## config.mk

```make
export PLATFORM = sky130hd
export DESIGN_NAME = pc_sequencer_flat
export DESIGN_NICKNAME = d
export VERILOG_FILES = /design/src/rtl/pc_sequencer_pkg.sv /design/src/rtl/pc_sequencer_if.sv /design/src/rtl/pc_sequencer_next_sel.sv /design/src/rtl/pc_sequencer.sv /design/src/flat_wrapper.sv
export SDC_FILE = /design/constraint.sdc
export NUM_CORES = 1
export LEC_CHECK = 0
export BUFFER_PORTS_ARGS = -buffer_cell sky130_fd_sc_hd__buf_2
export CAP_MARGIN = 10
export CORE_ASPECT_RATIO = 0.7
export CORE_MARGIN = 2
export CORE_UTILIZATION = 50
export CTS_CLUSTER_SIZE = 16
export DETAILED_ROUTE_END_ITERATION = 10
export GPL_ROUTABILITY_DRIVEN = 0
export PLACE_DENSITY_LB_ADDON = 0.15
export SLEW_MARGIN = 10
export SYNTH_ARGS = -nofsm -noshare
export SYNTH_HDL_FRONTEND = slang
export SYNTH_SLANG_ARGS = --single-unit
```

## constraint.sdc

```tcl
create_clock -name clk -period 4 [get_ports clk]
set_input_delay 0.2 -clock clk [delete_from_list [all_inputs] [get_ports clk]]
set_output_delay 0.2 -clock clk [all_outputs]
set_load 0.03 [all_outputs]
```

## src/rtl/pc_sequencer_pkg.sv

```systemverilog
// Shared types and constants for the fetch PC sequencer: FSM states,
// next-PC source encoding and instruction alignment constants.
package pc_seq_pkg;

  typedef enum logic [1:0] {
    BOOT = 2'd0,
    RUN  = 2'd1,
    HALT = 2'd2
  } seq_state_t;

  typedef enum logic [2:0] {
    SRC_SEQ   = 3'd0,
    SRC_HOLD  = 3'd1,
    SRC_BR    = 3'd2,
    SRC_TRAP  = 3'd3,
    SRC_MRET  = 3'd4,
    SRC_FAULT = 3'd5
  } pc_src_t;

  localparam int unsigned PC_STEP    = 4;
  localparam logic [1:0]  ALIGN_MASK = 2'b11;

  // Every source except sequential stepping and holding is a pipeline redirect.
  function automatic logic is_redirect(input pc_src_t src);
    return (src == SRC_BR) || (src == SRC_TRAP) ||
           (src == SRC_MRET) || (src == SRC_FAULT);
  endfunction

endpackage

```

## src/rtl/pc_sequencer_if.sv

```systemverilog
// Control/address bundle between the PC sequencer and the execute stage,
// hazard unit, CSR file and instruction fetch.
interface pc_sequencer_if #(
  parameter int DATA_WIDTH = 32
);
  logic                  stall_i;
  logic                  ex_redirect_i;
  logic [DATA_WIDTH-1:0] ex_target_i;
  logic [DATA_WIDTH-1:0] ex_pc_i;
  logic                  trap_i;
  logic [DATA_WIDTH-1:0] mtvec_i;
  logic                  mret_i;
  logic [DATA_WIDTH-1:0] mepc_i;
  logic                  halt_i;
  logic                  resume_i;
  logic [DATA_WIDTH-1:0] pc_f_o;
  logic                  fetch_valid_o;
  logic                  flush_d_o;
  logic                  flush_e_o;
  logic                  fault_o;
  logic [DATA_WIDTH-1:0] fault_pc_o;
  logic [DATA_WIDTH-1:0] fault_tval_o;
  logic [31:0]           redirect_cnt_o;

  // Driven by the surrounding pipeline.
  modport master (
    output stall_i, ex_redirect_i, ex_target_i, ex_pc_i, trap_i, mtvec_i,
           mret_i, mepc_i, halt_i, resume_i,
    input  pc_f_o, fetch_valid_o, flush_d_o, flush_e_o, fault_o,
           fault_pc_o, fault_tval_o, redirect_cnt_o
  );

  // Used by the sequencer itself.
  modport slave (
    input  stall_i, ex_redirect_i, ex_target_i, ex_pc_i, trap_i, mtvec_i,
           mret_i, mepc_i, halt_i, resume_i,
    output pc_f_o, fetch_valid_o, flush_d_o, flush_e_o, fault_o,
           fault_pc_o, fault_tval_o, redirect_cnt_o
  );
endinterface

```

## src/rtl/pc_sequencer_next_sel.sv

```systemverilog
// Combinational next-PC priority selector: trap > mret > misaligned fault >
// branch > stall > PC+4. Pure logic, no state.
module pc_next_sel
  import pc_seq_pkg::*;
#(
  parameter int DATA_WIDTH = 32
) (
  input  logic [DATA_WIDTH-1:0] pc,
  input  logic                  stall,
  input  logic                  redirect,
  input  logic [DATA_WIDTH-1:0] target,
  input  logic                  trap,
  input  logic [DATA_WIDTH-1:0] mtvec,
  input  logic                  mret,
  input  logic [DATA_WIDTH-1:0] mepc,
  output pc_src_t               src,
  output logic [DATA_WIDTH-1:0] next_pc,
  output logic                  fault
);

  localparam logic [DATA_WIDTH-1:0] KEEP_MASK = ~DATA_WIDTH'(ALIGN_MASK);

  logic [DATA_WIDTH-1:0] mtvec_aligned;
  logic                  target_misaligned;

  assign mtvec_aligned     = mtvec & KEEP_MASK;
  assign target_misaligned = |(target[1:0] & ALIGN_MASK);

  always_comb begin
    src     = SRC_SEQ;
    next_pc = pc + DATA_WIDTH'(PC_STEP);
    fault   = 1'b0;
    if (trap) begin
      src     = SRC_TRAP;
      next_pc = mtvec_aligned;
    end else if (mret) begin
      src     = SRC_MRET;
      next_pc = mepc & KEEP_MASK;
    end else if (redirect && target_misaligned) begin
      // Misaligned targets vector to the trap handler instead of fetching.
      src     = SRC_FAULT;
      next_pc = mtvec_aligned;
      fault   = 1'b1;
    end else if (redirect) begin
      src     = SRC_BR;
      next_pc = target;
    end else if (stall) begin
      src     = SRC_HOLD;
      next_pc = pc;
    end
  end

endmodule

```

## src/rtl/pc_sequencer.sv

```systemverilog
// Fetch PC owner: boot hold-off, RUN/HALT sequencing, redirect flushes,
// misaligned-target fault capture and a wrapping redirect counter.
module pc_sequencer
  import pc_seq_pkg::*;
#(
  parameter int                    DATA_WIDTH   = 32,
  parameter logic [DATA_WIDTH-1:0] RESET_VECTOR = '0,
  parameter int                    BOOT_CYCLES  = 4
) (
  input  logic            clk,
  input  logic            rst_n,
  pc_sequencer_if.slave   bus
);

  seq_state_t            state;
  seq_state_t            state_nxt;
  logic [31:0]           boot_cnt;
  logic [DATA_WIDTH-1:0] pc;
  logic [DATA_WIDTH-1:0] pc_nxt;
  logic                  take_redirect;
  logic                  fault_set;
  logic                  fault_q;
  logic [DATA_WIDTH-1:0] fault_pc_q;
  logic [DATA_WIDTH-1:0] fault_tval_q;
  logic [31:0]           redirect_cnt;

  pc_src_t               sel_src;
  logic [DATA_WIDTH-1:0] sel_pc;
  logic                  sel_fault;

  pc_next_sel #(
    .DATA_WIDTH (DATA_WIDTH)
  ) u_next_sel (
    .pc       (pc),
    .stall    (bus.stall_i),
    .redirect (bus.ex_redirect_i),
    .target   (bus.ex_target_i),
    .trap     (bus.trap_i),
    .mtvec    (bus.mtvec_i),
    .mret     (bus.mret_i),
    .mepc     (bus.mepc_i),
    .src      (sel_src),
    .next_pc  (sel_pc),
    .fault    (sel_fault)
  );

  always_comb begin
    state_nxt     = state;
    pc_nxt        = pc;
    take_redirect = 1'b0;
    fault_set     = 1'b0;
    case (state)
      BOOT: begin
        if (boot_cnt == 32'(BOOT_CYCLES - 1)) begin
          state_nxt = RUN;
        end
      end
      RUN: begin
        // A redirect in the halt-request cycle still lands before halting.
        pc_nxt        = sel_pc;
        take_redirect = is_redirect(sel_src);
        fault_set     = sel_fault;
        if (bus.halt_i) begin
          state_nxt = HALT;
        end
      end
      HALT: begin
        if (bus.resume_i) begin
          state_nxt = RUN;
        end
      end
      default: state_nxt = BOOT;
    endcase
  end

  always_ff @(posedge clk or negedge rst_n) begin
    if (!rst_n) begin
      state        <= BOOT;
      boot_cnt     <= '0;
      pc           <= RESET_VECTOR;
      fault_q      <= 1'b0;
      fault_pc_q   <= '0;
      fault_tval_q <= '0;
      redirect_cnt <= '0;
    end else begin
      state   <= state_nxt;
      pc      <= pc_nxt;
      fault_q <= fault_set;
      if (state == BOOT) begin
        boot_cnt <= boot_cnt + 32'd1;
      end
      if (fault_set) begin
        fault_pc_q   <= bus.ex_pc_i;
        fault_tval_q <= bus.ex_target_i;
      end
      if (take_redirect) begin
        redirect_cnt <= redirect_cnt + 32'd1;
      end
    end
  end

  assign bus.pc_f_o         = pc;
  assign bus.fetch_valid_o  = (state == RUN);
  assign bus.flush_d_o      = take_redirect;
  assign bus.flush_e_o      = take_redirect;
  assign bus.fault_o        = fault_q;
  assign bus.fault_pc_o     = fault_pc_q;
  assign bus.fault_tval_o   = fault_tval_q;
  assign bus.redirect_cnt_o = redirect_cnt;

endmodule

```

## src/flat_wrapper.sv

```systemverilog
// flat-port wrapper written by rule: the top's interface ports become plain ports
module pc_sequencer_flat import pc_seq_pkg::*;
#(
  parameter int                    DATA_WIDTH   = 32,
  parameter logic [DATA_WIDTH-1:0] RESET_VECTOR = '0,
  parameter int                    BOOT_CYCLES  = 4
)
  (clk, rst_n, bus_stall_i, bus_ex_redirect_i, bus_ex_target_i, bus_ex_pc_i, bus_trap_i, bus_mtvec_i, bus_mret_i, bus_mepc_i, bus_halt_i, bus_resume_i, bus_pc_f_o, bus_fetch_valid_o, bus_flush_d_o, bus_flush_e_o, bus_fault_o, bus_fault_pc_o, bus_fault_tval_o, bus_redirect_cnt_o);
  pc_sequencer_if #(.DATA_WIDTH(DATA_WIDTH)) bus_i ();
  input  logic clk;
  input  logic rst_n;
  input wire logic [$bits(bus_i.stall_i)-1:0] bus_stall_i;
  input wire logic [$bits(bus_i.ex_redirect_i)-1:0] bus_ex_redirect_i;
  input wire logic [$bits(bus_i.ex_target_i)-1:0] bus_ex_target_i;
  input wire logic [$bits(bus_i.ex_pc_i)-1:0] bus_ex_pc_i;
  input wire logic [$bits(bus_i.trap_i)-1:0] bus_trap_i;
  input wire logic [$bits(bus_i.mtvec_i)-1:0] bus_mtvec_i;
  input wire logic [$bits(bus_i.mret_i)-1:0] bus_mret_i;
  input wire logic [$bits(bus_i.mepc_i)-1:0] bus_mepc_i;
  input wire logic [$bits(bus_i.halt_i)-1:0] bus_halt_i;
  input wire logic [$bits(bus_i.resume_i)-1:0] bus_resume_i;
  output wire logic [$bits(bus_i.pc_f_o)-1:0] bus_pc_f_o;
  output wire logic [$bits(bus_i.fetch_valid_o)-1:0] bus_fetch_valid_o;
  output wire logic [$bits(bus_i.flush_d_o)-1:0] bus_flush_d_o;
  output wire logic [$bits(bus_i.flush_e_o)-1:0] bus_flush_e_o;
  output wire logic [$bits(bus_i.fault_o)-1:0] bus_fault_o;
  output wire logic [$bits(bus_i.fault_pc_o)-1:0] bus_fault_pc_o;
  output wire logic [$bits(bus_i.fault_tval_o)-1:0] bus_fault_tval_o;
  output wire logic [$bits(bus_i.redirect_cnt_o)-1:0] bus_redirect_cnt_o;
  assign bus_i.stall_i = bus_stall_i;
  assign bus_i.ex_redirect_i = bus_ex_redirect_i;
  assign bus_i.ex_target_i = bus_ex_target_i;
  assign bus_i.ex_pc_i = bus_ex_pc_i;
  assign bus_i.trap_i = bus_trap_i;
  assign bus_i.mtvec_i = bus_mtvec_i;
  assign bus_i.mret_i = bus_mret_i;
  assign bus_i.mepc_i = bus_mepc_i;
  assign bus_i.halt_i = bus_halt_i;
  assign bus_i.resume_i = bus_resume_i;
  assign bus_pc_f_o = bus_i.pc_f_o;
  assign bus_fetch_valid_o = bus_i.fetch_valid_o;
  assign bus_flush_d_o = bus_i.flush_d_o;
  assign bus_flush_e_o = bus_i.flush_e_o;
  assign bus_fault_o = bus_i.fault_o;
  assign bus_fault_pc_o = bus_i.fault_pc_o;
  assign bus_fault_tval_o = bus_i.fault_tval_o;
  assign bus_redirect_cnt_o = bus_i.redirect_cnt_o;
  pc_sequencer #(.DATA_WIDTH(DATA_WIDTH), .RESET_VECTOR(RESET_VECTOR), .BOOT_CYCLES(BOOT_CYCLES)) u_core (.clk(clk), .rst_n(rst_n), .bus(bus_i));
endmodule
```

==> qor.csv, run 1 <==
stage;metric;value;unit
run_status;status;complete, no violations;
global_routing;M3 GR Usage;0.07584;
worst_setup_path;crit-path cells;ha_1 > nand3_1 > or4_1 > or4_1 > a21oi_1 > a22o_2;
worst_setup_path;crit path buf inv count;0;
detailed_routing;vias per cell;5.729;
global_routing;global routing's busiest layer;met2;
cts;clock latency on the worst-skew pair;0.43;ns
timing;setup tns final;0;ns
pwr;combinational share of power;0.393;
layout;layout cells sized above 1;0.3177;
pwr;Peak VDD IR;0.4300;mV
cts;CTS root buf;clkbuf_16;
global_routing;via count of the first global-routing pass;7378;
detailed_routing;TritonRoute pass-1 iters;5;
cts;CTS Buf Count;17;
timing;Hold Vio Cnt, Final;0;
worst_setup_path;Critical Path Fanout Max;7;
cts;TritonCTS clock tree;built;
global_routing;M1 GR Usage;0.3840;
yosys;sequential share of the synthesized area;0.5007;
cts;Clock Path Buffers;2;
timing;WHS;0.02382;ns
global_routing;overall routing resource usage;0.2783;
detailed_routing;Iter 0 DRT Violations;679;
yosys;Seq cells post-synth;163;
die;Die Y;110.8;µm
timing;worst slew pin tran;1.000;ns
pwr;Switching Power;3.018;mW
worst_setup_path;CP startpoint kind;flop;
pwr;sw frac;0.4334;
timing;Final Worst Setup Slack;1.548;ns
cts;post-CTS sizing;0;
placement;DPL Wire Length;17130;µm
timing;Slew Limit Fails;0;
pwr;P_leak;5.231;nW
pwr;sequential share of power;0.377;
yosys;Yosys cell types;60;
worst_setup_path;CP Capture Type;flop;
pwr;Pwr Total;6.964;mW
die;Starting Density;0.5176;
global_routing;GR Util met2;0.4285;
timing;Final period util;0.6131;
worst_hold_path;Hold Path Class;in -> reg;
worst_setup_path;crit path DAT;2.82;ns
global_routing;pin count of the biggest net entering global routing;101;
yosys;number of synthesized flops with an enable pin;0;
pwr;Power Dens Cells;659.9;mW/mm²
worst_setup_path;cell family with most CP delay;simple AND/OR/NAND/NOR gates;
placement;port buffer count;263;
layout;fin util;0.6706;
run;max cap viols;0;
yosys;area of the mapped netlist;0.008147;mm²
detailed_routing;antenna viol nets, final;0;
layout;fin nets;1237;
pwr;Clock Power Share;0.229;
timing;# setup viols final;0;
cts;H-Tree Depth;4;
worst_setup_path;Slowest cell on crit path;or4_1;
worst_setup_path;WS Path Type;reg -> reg;
die;I/O pins;268;
global_routing;GRT overflow;0;
yosys;post-synthesis cell count;818;
global_routing;first-pass GRT wire length;38170;µm
timing;fmax;407.8;MHz
timing;final clock skew;0.01075;ns
die;die area;0.01735;mm²
cts;Sink Count;163;
detailed_routing;routed wire length;24320;µm
timing;Worst slew margin;0.3325;
yosys;Syn Area/Cell;9.959;µm²
detailed_routing;DRC violations left;0;
worst_setup_path;CP required;4.37;ns
global_routing;initial antenna violation count;3;
cts;clk slew on worst S/H paths;0.07;ns
detailed_routing;wire per inst;18.23;µm
die;Die Span X;156.6;µm
pwr;internal power;3.946;mW
layout;area grow syn2layout;29.55;%
yosys;Yosys warnings;0;
timing;unrepaired setup endpoints after global routing;no;
yosys;FFs w/ async S/R, synth;1.000;
detailed_routing;DR vias;7643;
timing;Period minus WS final;2.452;ns
yosys;post-synth net total;957;
die;Core Box Area;0.01574;mm²
worst_setup_path;delay of the slowest critical-path stage;0.67;ns
die;Cell Rows;38;
placement;worst slack, placed;1.469;ns
yosys;Synth Flop Type;dfrtp_1;
worst_setup_path;CP dominant cell by count;or4_1;
synth_stat cells (4+ instances only):
cell	number	area share
nand4_1	25	0.019
nand2_1	148	0.068
o31ai_1	23	0.021
nor3_1	12	0.0074
o21a_1	4	0.0037
a31oi_1	5	0.0038
o2bb2ai_1	4	0.0043
buf_1	5	0.0023
or4_1	6	0.0055
nand3_1	28	0.017
and4_1	12	0.013
a221o_1	7	0.0086
inv_1	12	0.0055
o31a_1	8	0.0086
nor4_1	10	0.0077
and3_1	17	0.013
a311oi_1	6	0.0065
clkbuf_1	31	0.014
xnor2_1	39	0.042
nand2b_1	4	0.0031
a221oi_1	16	0.017
dfrtp_1	163	0.50
mux2_2	36	0.050
a22o_1	5	0.0054
o21ai_0	27	0.017
a211oi_1	6	0.0055
a21oi_1	16	0.0098
buf_2	8	0.0049
nor2_1	38	0.018
xor2_1	24	0.026
o22ai_1	27	0.021
cells in the final DEF (no fill, tap or decap), types with 3 or more instances in the layout:
master	instances
a221o_1	7
buf_2	262
o2bb2ai_1	4
o21ai_0	27
inv_1	12
diode_2	3
clkbuf_16	17
ha_1	3
a311oi_1	6
and3_1	17
buf_4	10
dlygate4sd3_1	33
nor3_1	12
nand2b_1	4
a211oi_1	6
o31a_1	8
nor2b_1	3
clkinv_2	3
a221oi_1	16
xnor2_1	39
o21a_1	4
or4_1	6
nand3_1	28
nand2_1	148
inv_6	5
a21oi_1	16
nand4_1	25
mux2_2	36
a31oi_1	5
o31ai_1	23
o22ai_1	27
a21o_1	3
nor4_1	10
dfrtp_1	163
nor2_1	38
or2_2	3
a22o_1	5
xor2_1	24
and4_1	12
per-layer routing:
metal	part of all wire	vias to the layer above	routed length [µm]
met1	0.44	3660	10810
met4	0.022	0	527
met2	0.45	374	10970
li1	-	3562	-
met5	0	-	0
met3	0.083	47	2020
power by group through the flow:
stage	combinational, mW	sequential, mW	clock, mW
4_1_cts	2.74	2.61	1.62
5_1_grt	2.94	2.70	1.69
6_report	2.74	2.63	1.60
2_1_floorplan	0.943	3.47	0
3_3_place_gp	2.67	2.62	0
3_5_place_dp	2.71	2.63	0
state kept, by name, summed over array words and instances, names as in the netlist:
| register | flops |
|---|---|
| u_core.bus.fault_pc_o | 32 |
| u_core.bus.redirect_cnt_o | 32 |
| u_core.bus.fault_o | 1 |
| u_core.bus.pc_f_o | 32 |
| u_core.boot_cnt | 32 |
| u_core.bus.fault_tval_o | 32 |
| u_core.state | 2 |
cell type report:
type / instances / area [µm²]
inverters: 12 / 45.04
flip-flops and latches: 163 / 4079
diodes: 3 / 7.507
fillers: 1247 / 5184
multi-input cells: 598 / 3845
well taps: 220 / 275.3
repair buffers: 306 / 1728
clock inverters: 13 / 121.4
clock buffers: 19 / 452.9
logic make-up after synthesis:
group / count (synthesis) / share of synthesized area
simple gates: 326 / 0.1997
compound gates: 168 / 0.1471
flops: 163 / 0.5007
xor+xnor: 63 / 0.06773
buf+inv: 57 / 0.02795
mux: 38 / 0.05222
fa+ha+maj: 3 / 0.004608
worst paths after layout:
path / to / startpoint / cells past startpoint / slack (ns)
setup / recovery: u_core.bus.pc_f_o[20] / u_core.bus.pc_f_o[2] / 6 / 1.55
min in group asynchronous: u_core.boot_cnt[8] / rst_n / 2 / 0.44
setup reg to reg: u_core.bus.pc_f_o[20] / u_core.bus.pc_f_o[2] / 6 / 1.55
hold reg to reg: u_core.bus.redirect_cnt_o[31] / u_core.bus.redirect_cnt_o[31] / 1 / 0.47
max in group asynchronous: u_core.boot_cnt[25] / rst_n / 3 / 2.51
hold / removal: u_core.bus.fault_tval_o[11] / bus_ex_target_i[11] / 2 / 0.02
what timing repair did:
| item | 4_1_cts | 5_1_grt |
|---|---|---|
| endpoints found under the hold margin | 130 | 0 |
| hold buffers | 33 | 0 |
| buffers inserted | 0 | 0 |
through the flow:
step / std cells / cell area, µm²
6_report: 1334 / 10550
4_1_cts: 1331 / 10550
2_1_floorplan: 818 / 8147
5_1_grt: 1334 / 10550
3_5_place_dp: 1266 / 9642
3_3_place_gp: 1266 / 9642
Note: power is estimated with default switching activity, not from simulation.
==> run 2: changes to the inputs <==
--- a/config.mk
+++ b/config.mk
@@ -9,7 +9,7 @@
 export CAP_MARGIN = 10
 export CORE_ASPECT_RATIO = 0.7
 export CORE_MARGIN = 2
-export CORE_UTILIZATION = 50
+export CORE_UTILIZATION = 46
 export CTS_CLUSTER_SIZE = 16
 export DETAILED_ROUTE_END_ITERATION = 10
 export GPL_ROUTABILITY_DRIVEN = 0
==> constraint.sdc (replaced) <==
create_clock -name clk -period 2.1 [get_ports clk]
set_input_delay 0.105 -clock clk [delete_from_list [all_inputs] [get_ports clk]]
set_output_delay 0.105 -clock clk [all_outputs]
set_load 0.03 [all_outputs]
==> run 2 against run 1 <==
  * Sequential cell count unchanged
  * Combinational power is 120% higher
  * Hold slack worse by 0.0054 ns
  * Via count up 4.3%
  * Critical path depth down 1
  * Power grew 97%
  * Sequential share of layout area decreased by 2.6 points
  * Sequential power increased by 84%
  * Wire length grew 5.2%
  * Clock skew is 0.0024 ns lower
  * Clock-buffer cell count decreased by 1
  * Largest cell class unchanged
==> qor.csv, run 2 (synthesis gave the netlist of run 1 again) <==
stage;metric;value;unit
timing;Period minus WS final;2.049;ns
timing;worst slew pin tran;0.5702;ns
cts;clk slew on worst S/H paths;0.06;ns
timing;setup tns final;0;ns
layout;layout cells sized above 1;0.3442;
die;Cell Rows;40;
layout;filler cell count;1381;
run_status;status;complete, no violations;
worst_setup_path;delay of the slowest critical-path stage;0.67;ns
layout;fin nets;1317;
detailed_routing;DRC violations left;0;
worst_hold_path;Hold Path Class;in -> reg;
worst_setup_path;CP startpoint kind;flop;
worst_setup_path;register-to-register setup slack;0.05;ns
worst_hold_path;hold wc startpoint;bus_mepc_i[4];
run;max cap viols;0;
timing;WHS;0.01838;ns
die;Die Span X;163.1;µm
placement;placed cell count;1320;
detailed_routing;antenna viol nets, final;0;
timing;unrepaired setup endpoints after global routing;yes;
layout;commonest non-fill, non-tap cell in the layout;buf_2;
cts;Sink Count;163;
worst_setup_path;crit path to;u_core.bus.pc_f_o[30];
detailed_routing;wire per inst;17.99;µm
timing;Slew Limit Fails;0;
timing;# setup viols final;0;
placement;DPL Wire Length;18110;µm
cts;TritonCTS clock tree;built;
pwr;Power Dens Cells;1208;mW/mm²
cts;H-Tree Depth;4;
pwr;Pwr Total;13.70;mW
worst_setup_path;CP required;2.40;ns
die;I/O pins;268;
layout;most frequent cells in the layout;buf_2 (262), dfrtp_1 (156), nand2_1 (148);
detailed_routing;routed wire length;25590;µm
placement;port buffer count;263;
cts;Clock Path Buffers;2;
timing;Final period util;0.9759;
cts;CTS Buf Count;17;
timing;Hold Vio Cnt, Final;0;
die;Die Y;115.3;µm
die;Starting Density;0.4718;
global_routing;initial antenna violation count;2;
layout;area grow syn2layout;39.16;%
detailed_routing;Iter 0 DRT Violations;786;
placement;worst slack, placed;0.04650;ns
global_routing;pin count of the biggest net entering global routing;65;
global_routing;GRT overflow;0;
placement;placed cell areas;0.01005;mm²
worst_setup_path;crit-path cells;nand3_2 > or4_1 > nor4_1 > o21ai_0 > o2bb2ai_1;
timing;final clock skew;0.008327;ns
layout;fin util;0.6566;
worst_setup_path;Reg2Reg Launch Point;u_core.bus.pc_f_o[12];
worst_setup_path;cells on worst reg2reg path;5;
global_routing;overall routing resource usage;0.2688;
worst_setup_path;Slowest cell on crit path;or4_1;
die;Core Box Area;0.01727;mm²
layout;fin cells;1423;
detailed_routing;vias per cell;5.602;
worst_setup_path;CP Capture Type;flop;
detailed_routing;TritonRoute pass-1 iters;5;
global_routing;first-pass GRT wire length;39450;µm
worst_setup_path;crit path DAT;2.35;ns
worst_setup_path;Critical path origin;u_core.bus.pc_f_o[12];
detailed_routing;DR vias;7972;
worst_setup_path;Critical Path Fanout Max;7;
pwr;Peak VDD IR;0.7591;mV
die;die area;0.01881;mm²
worst_setup_path;WS Path Type;reg -> reg;
layout;final instance area;0.01134;mm²
timing;Final Worst Setup Slack;0.05051;ns
global_routing;via count of the first global-routing pass;7670;
cts;clock latency on the worst-skew pair;0.43;ns
pwr;P_leak;5.600;nW
timing;fmax;487.9;MHz
cts;CTS root buf;clkbuf_16;
worst_setup_path;reg2reg end;u_core.bus.pc_f_o[30];
timing;Worst slew margin;0.6198;
-- run 2: changes by cell type in the layout (fill, tap and decap cells not counted), moves of 4 or more --
cell           before  now
buf_4              10   50
dfrtp_1           163  156
buf_12              0    4
dfrtp_2             0    7
dlygate4sd3_1      33   69
-- run 2: worst min-delay path by stage --
stage                                       to  slack (ns)  cells after the start
final                     u_core.bus.pc_f_o[4]        0.02                      3
after global routing      u_core.bus.pc_f_o[4]        0.02                      3
after CTS                 u_core.bus.pc_f_o[3]      0.0005                      3
after detailed placement   u_core.boot_cnt[13]        0.08                      1
after global placement      u_core.boot_cnt[7]        0.08                      1
after floorplan             u_core.boot_cnt[0]       -0.19                      0
-- run 2: worst max-delay path, delay by kind of cell (launching register included) --
kind | cells | cell delay (ns)
flops | 1 | 0.43
simple gates | 3 | 1.21
compound gates | 2 | 0.29
-- run 2: what timing repair did --
item	4_1_cts	5_1_grt
hold buffers	69	0
hold endpoints to repair	111	0
setup buffers	0	1
endpoints found under the setup margin	0	8
resized for setup	0	5
-- run 2: power by group --
group / switching (mW) / internal (mW) / total, mW
clock network: 1.31 / 1.64 / 2.95
logic: 3.82 / 2.09 / 5.91
registers: 0.724 / 4.11 / 4.84
total: 5.86 / 7.84 / 13.7
-- run 2: area by class of cell --
class                   instances  area (µm²)  area share
clock buffers                  18       429.2     0.03785
multi-input cells             598        3886      0.3428
well taps                     231       289.0     0.02549
inverters                      12       45.04    0.003973
flip-flops and latches        163        4088      0.3606
diodes                          1       2.502   0.0002207
clock inverters                14       128.9     0.01137
repair buffers                386        2469      0.2177
-- run 2: per-layer routing --
layer  vias up  wire [µm]  share of wire  GRT usage
li1       3733          -              -          -
met1      3829      11460           0.45     0.3714
met2       372      11700           0.46     0.4291
met3        36       2024          0.079    0.05916
met4         2        399          0.016    0.08024
met5         -         13        0.00051          0
==> run 3: changes to the inputs <==
--- a/config.mk
+++ b/config.mk
@@ -7,9 +7,11 @@
 export LEC_CHECK = 0
 export BUFFER_PORTS_ARGS = -buffer_cell sky130_fd_sc_hd__buf_2
 export CAP_MARGIN = 10
+export CELL_PAD_IN_SITES_DETAIL_PLACEMENT = 1
+export CELL_PAD_IN_SITES_GLOBAL_PLACEMENT = 1
 export CORE_ASPECT_RATIO = 0.7
 export CORE_MARGIN = 2
-export CORE_UTILIZATION = 46
+export CORE_UTILIZATION = 35
 export CTS_CLUSTER_SIZE = 16
 export DETAILED_ROUTE_END_ITERATION = 10
 export GPL_ROUTABILITY_DRIVEN = 0
==> run 3 against run 2 <==
  * Global-route usage decreased by 2.1 points
  * Final cell count increased by 6.7%
  * Register-to-register slack improved by 0.04 ns
  * Wire length increased by 18%
  * Clock skew increased by 0.0024 ns
  * Die area increased by 30%
  * Via count increased by 1.3%
  * Clock-buffer cell count increased by 1
  * Design area increased by 2.6%
==> qor.csv, run 3 (synthesis gave the netlist of run 1 again) <==
stage;metric;value;unit
run_status;status;complete, no violations;
run;max cap viols;0;
die;Starting Density;0.3583;
layout;commonest non-fill, non-tap cell in the layout;buf_2;
pwr;Peak VDD IR;0.6598;mV
pwr;P_leak;5.711;nW
detailed_routing;vias per cell;5.319;
die;Cell Rows;46;
detailed_routing;DRC violations left;0;
global_routing;via count of the first global-routing pass;8439;
cts;TritonCTS clock tree;built;
placement;DPL Wire Length;21240;µm
cts;CTS root buf;clkbuf_16;
timing;final clock skew;0.01076;ns
cts;Sink Count;163;
layout;fin cells;1518;
worst_setup_path;delay of the slowest critical-path stage;0.56;ns
global_routing;pin count of the biggest net entering global routing;62;
cts;Clock Path Buffers;2;
cts;clock latency on the worst-skew pair;0.44;ns
die;Die Y;131.6;µm
die;Core Box Area;0.02273;mm²
worst_setup_path;CP required;2.47;ns
layout;most frequent cells in the layout;buf_2 (262), dfrtp_1 (156), nand2_1 (148);
timing;unrepaired setup endpoints after global routing;no;
layout;fin nets;1331;
detailed_routing;routed wire length;30180;µm
timing;worst slew pin tran;0.6442;ns
layout;fin util;0.5115;
global_routing;GRT overflow;0;
cts;clk slew on worst S/H paths;0.07;ns
detailed_routing;Iter 0 DRT Violations;428;
cts;H-Tree Depth;4;
detailed_routing;antenna viol nets, final;0;
detailed_routing;wire per inst;19.88;µm
pwr;Pwr Total;14.30;mW
worst_setup_path;Critical Path Fanout Max;5;
global_routing;initial antenna violation count;2;
detailed_routing;DR vias;8074;
layout;area grow syn2layout;42.74;%
die;I/O pins;268;
global_routing;overall routing resource usage;0.2481;
layout;layout cells sized above 1;0.3544;
timing;Final period util;0.9551;
cts;CTS Buf Count;17;
die;Die Span X;186.4;µm
worst_hold_path;Hold Path Class;in -> reg;
timing;Final Worst Setup Slack;0.09433;ns
worst_setup_path;crit path DAT;2.37;ns
placement;placed cell count;1417;
placement;worst slack, placed;-0.002857;ns
worst_setup_path;crit-path cells;ha_4 > nand3_2 > or4_4 > or4_1 > a21oi_2 > a22o_2;
detailed_routing;TritonRoute pass-1 iters;4;
placement;port buffer count;263;
worst_setup_path;CP startpoint kind;flop;
timing;Worst slew margin;0.5705;
timing;# setup viols final;0;
timing;fmax;498.6;MHz
worst_setup_path;WS Path Type;reg -> reg;
worst_setup_path;Slowest cell on crit path;or4_4;
worst_setup_path;CP Capture Type;flop;
global_routing;first-pass GRT wire length;48040;µm
die;die area;0.02453;mm²
timing;Slew Limit Fails;0;
timing;Period minus WS final;2.006;ns
timing;Hold Vio Cnt, Final;0;
pwr;Power Dens Cells;1229;mW/mm²
-- run 3: through the flow --
step                      instance area [µm²]    TNS [ns]  hold slack (ns)
after floorplan                          8173  -0.0006950          -0.1906
after global placement                  10290           0           0.1399
after detailed placement                10290   -0.002857           0.1400
after CTS                               11590           0          0.02438
after global routing                    11630           0          0.04677
final                                   11630           0          0.04166
-- run 3: worst max-delay path, delay by kind of cell, from the launching register on --
family,cells,cell delay (ns)
AOI/OAI and AO/OA,2,0.29
adders and majority gates,1,0.16
DFF,1,0.40
and+or+nand+nor,3,1.10
-- run 3: final cells by class --
class	count	area (µm²)
clock inverters	13	175.2
diodes	1	2.502
well taps	312	390.4
clock buffers	19	442.9
repair buffers	400	2584
multi-input cells	598	3901
flip-flops and latches	163	4088
fillers	2614	11110
inverters	12	45.04
-- run 3: metal layers --
metal | up-vias | track usage | routed length, µm
met5 | - | 0 | 12
met4 | 2 | 0.05733 | 374
met3 | 21 | 0.05609 | 1738
met2 | 252 | 0.4005 | 14000
met1 | 4050 | 0.3393 | 14060
li1 | 3749 | - | -
-- run 3: final timing paths --
kind | startpoint | end | cells past startpoint | slack (ns)
worst max-delay path | u_core.bus.pc_f_o[3] | u_core.bus.pc_f_o[20] | 6 | 0.09
worst min-delay path | bus_mepc_i[3] | u_core.bus.pc_f_o[3] | 3 | 0.04
worst max register to register | u_core.bus.pc_f_o[3] | u_core.bus.pc_f_o[20] | 6 | 0.09
max in group asynchronous | rst_n | u_core.bus.fault_pc_o[29] | 3 | 1.11
worst min register to register | u_core.bus.fault_pc_o[19] | u_core.bus.fault_pc_o[19] | 2 | 0.48
min in group asynchronous | rst_n | u_core.boot_cnt[12] | 2 | 0.22
-- run 3: what timing repair did --
item                       4_1_cts  5_1_grt
hold buffers                    68        0
resized for setup                1        6
setup buffers                    0        0
setup endpoints to repair        2        8
pin swaps                        0        1
hold endpoints to repair       122        0
-- run 3: where the power goes --
group	switching, mW	total, mW	internal, mW
clock network	1.40	3.32	1.92
logic	4.01	6.14	2.13
registers	0.722	4.83	4.11
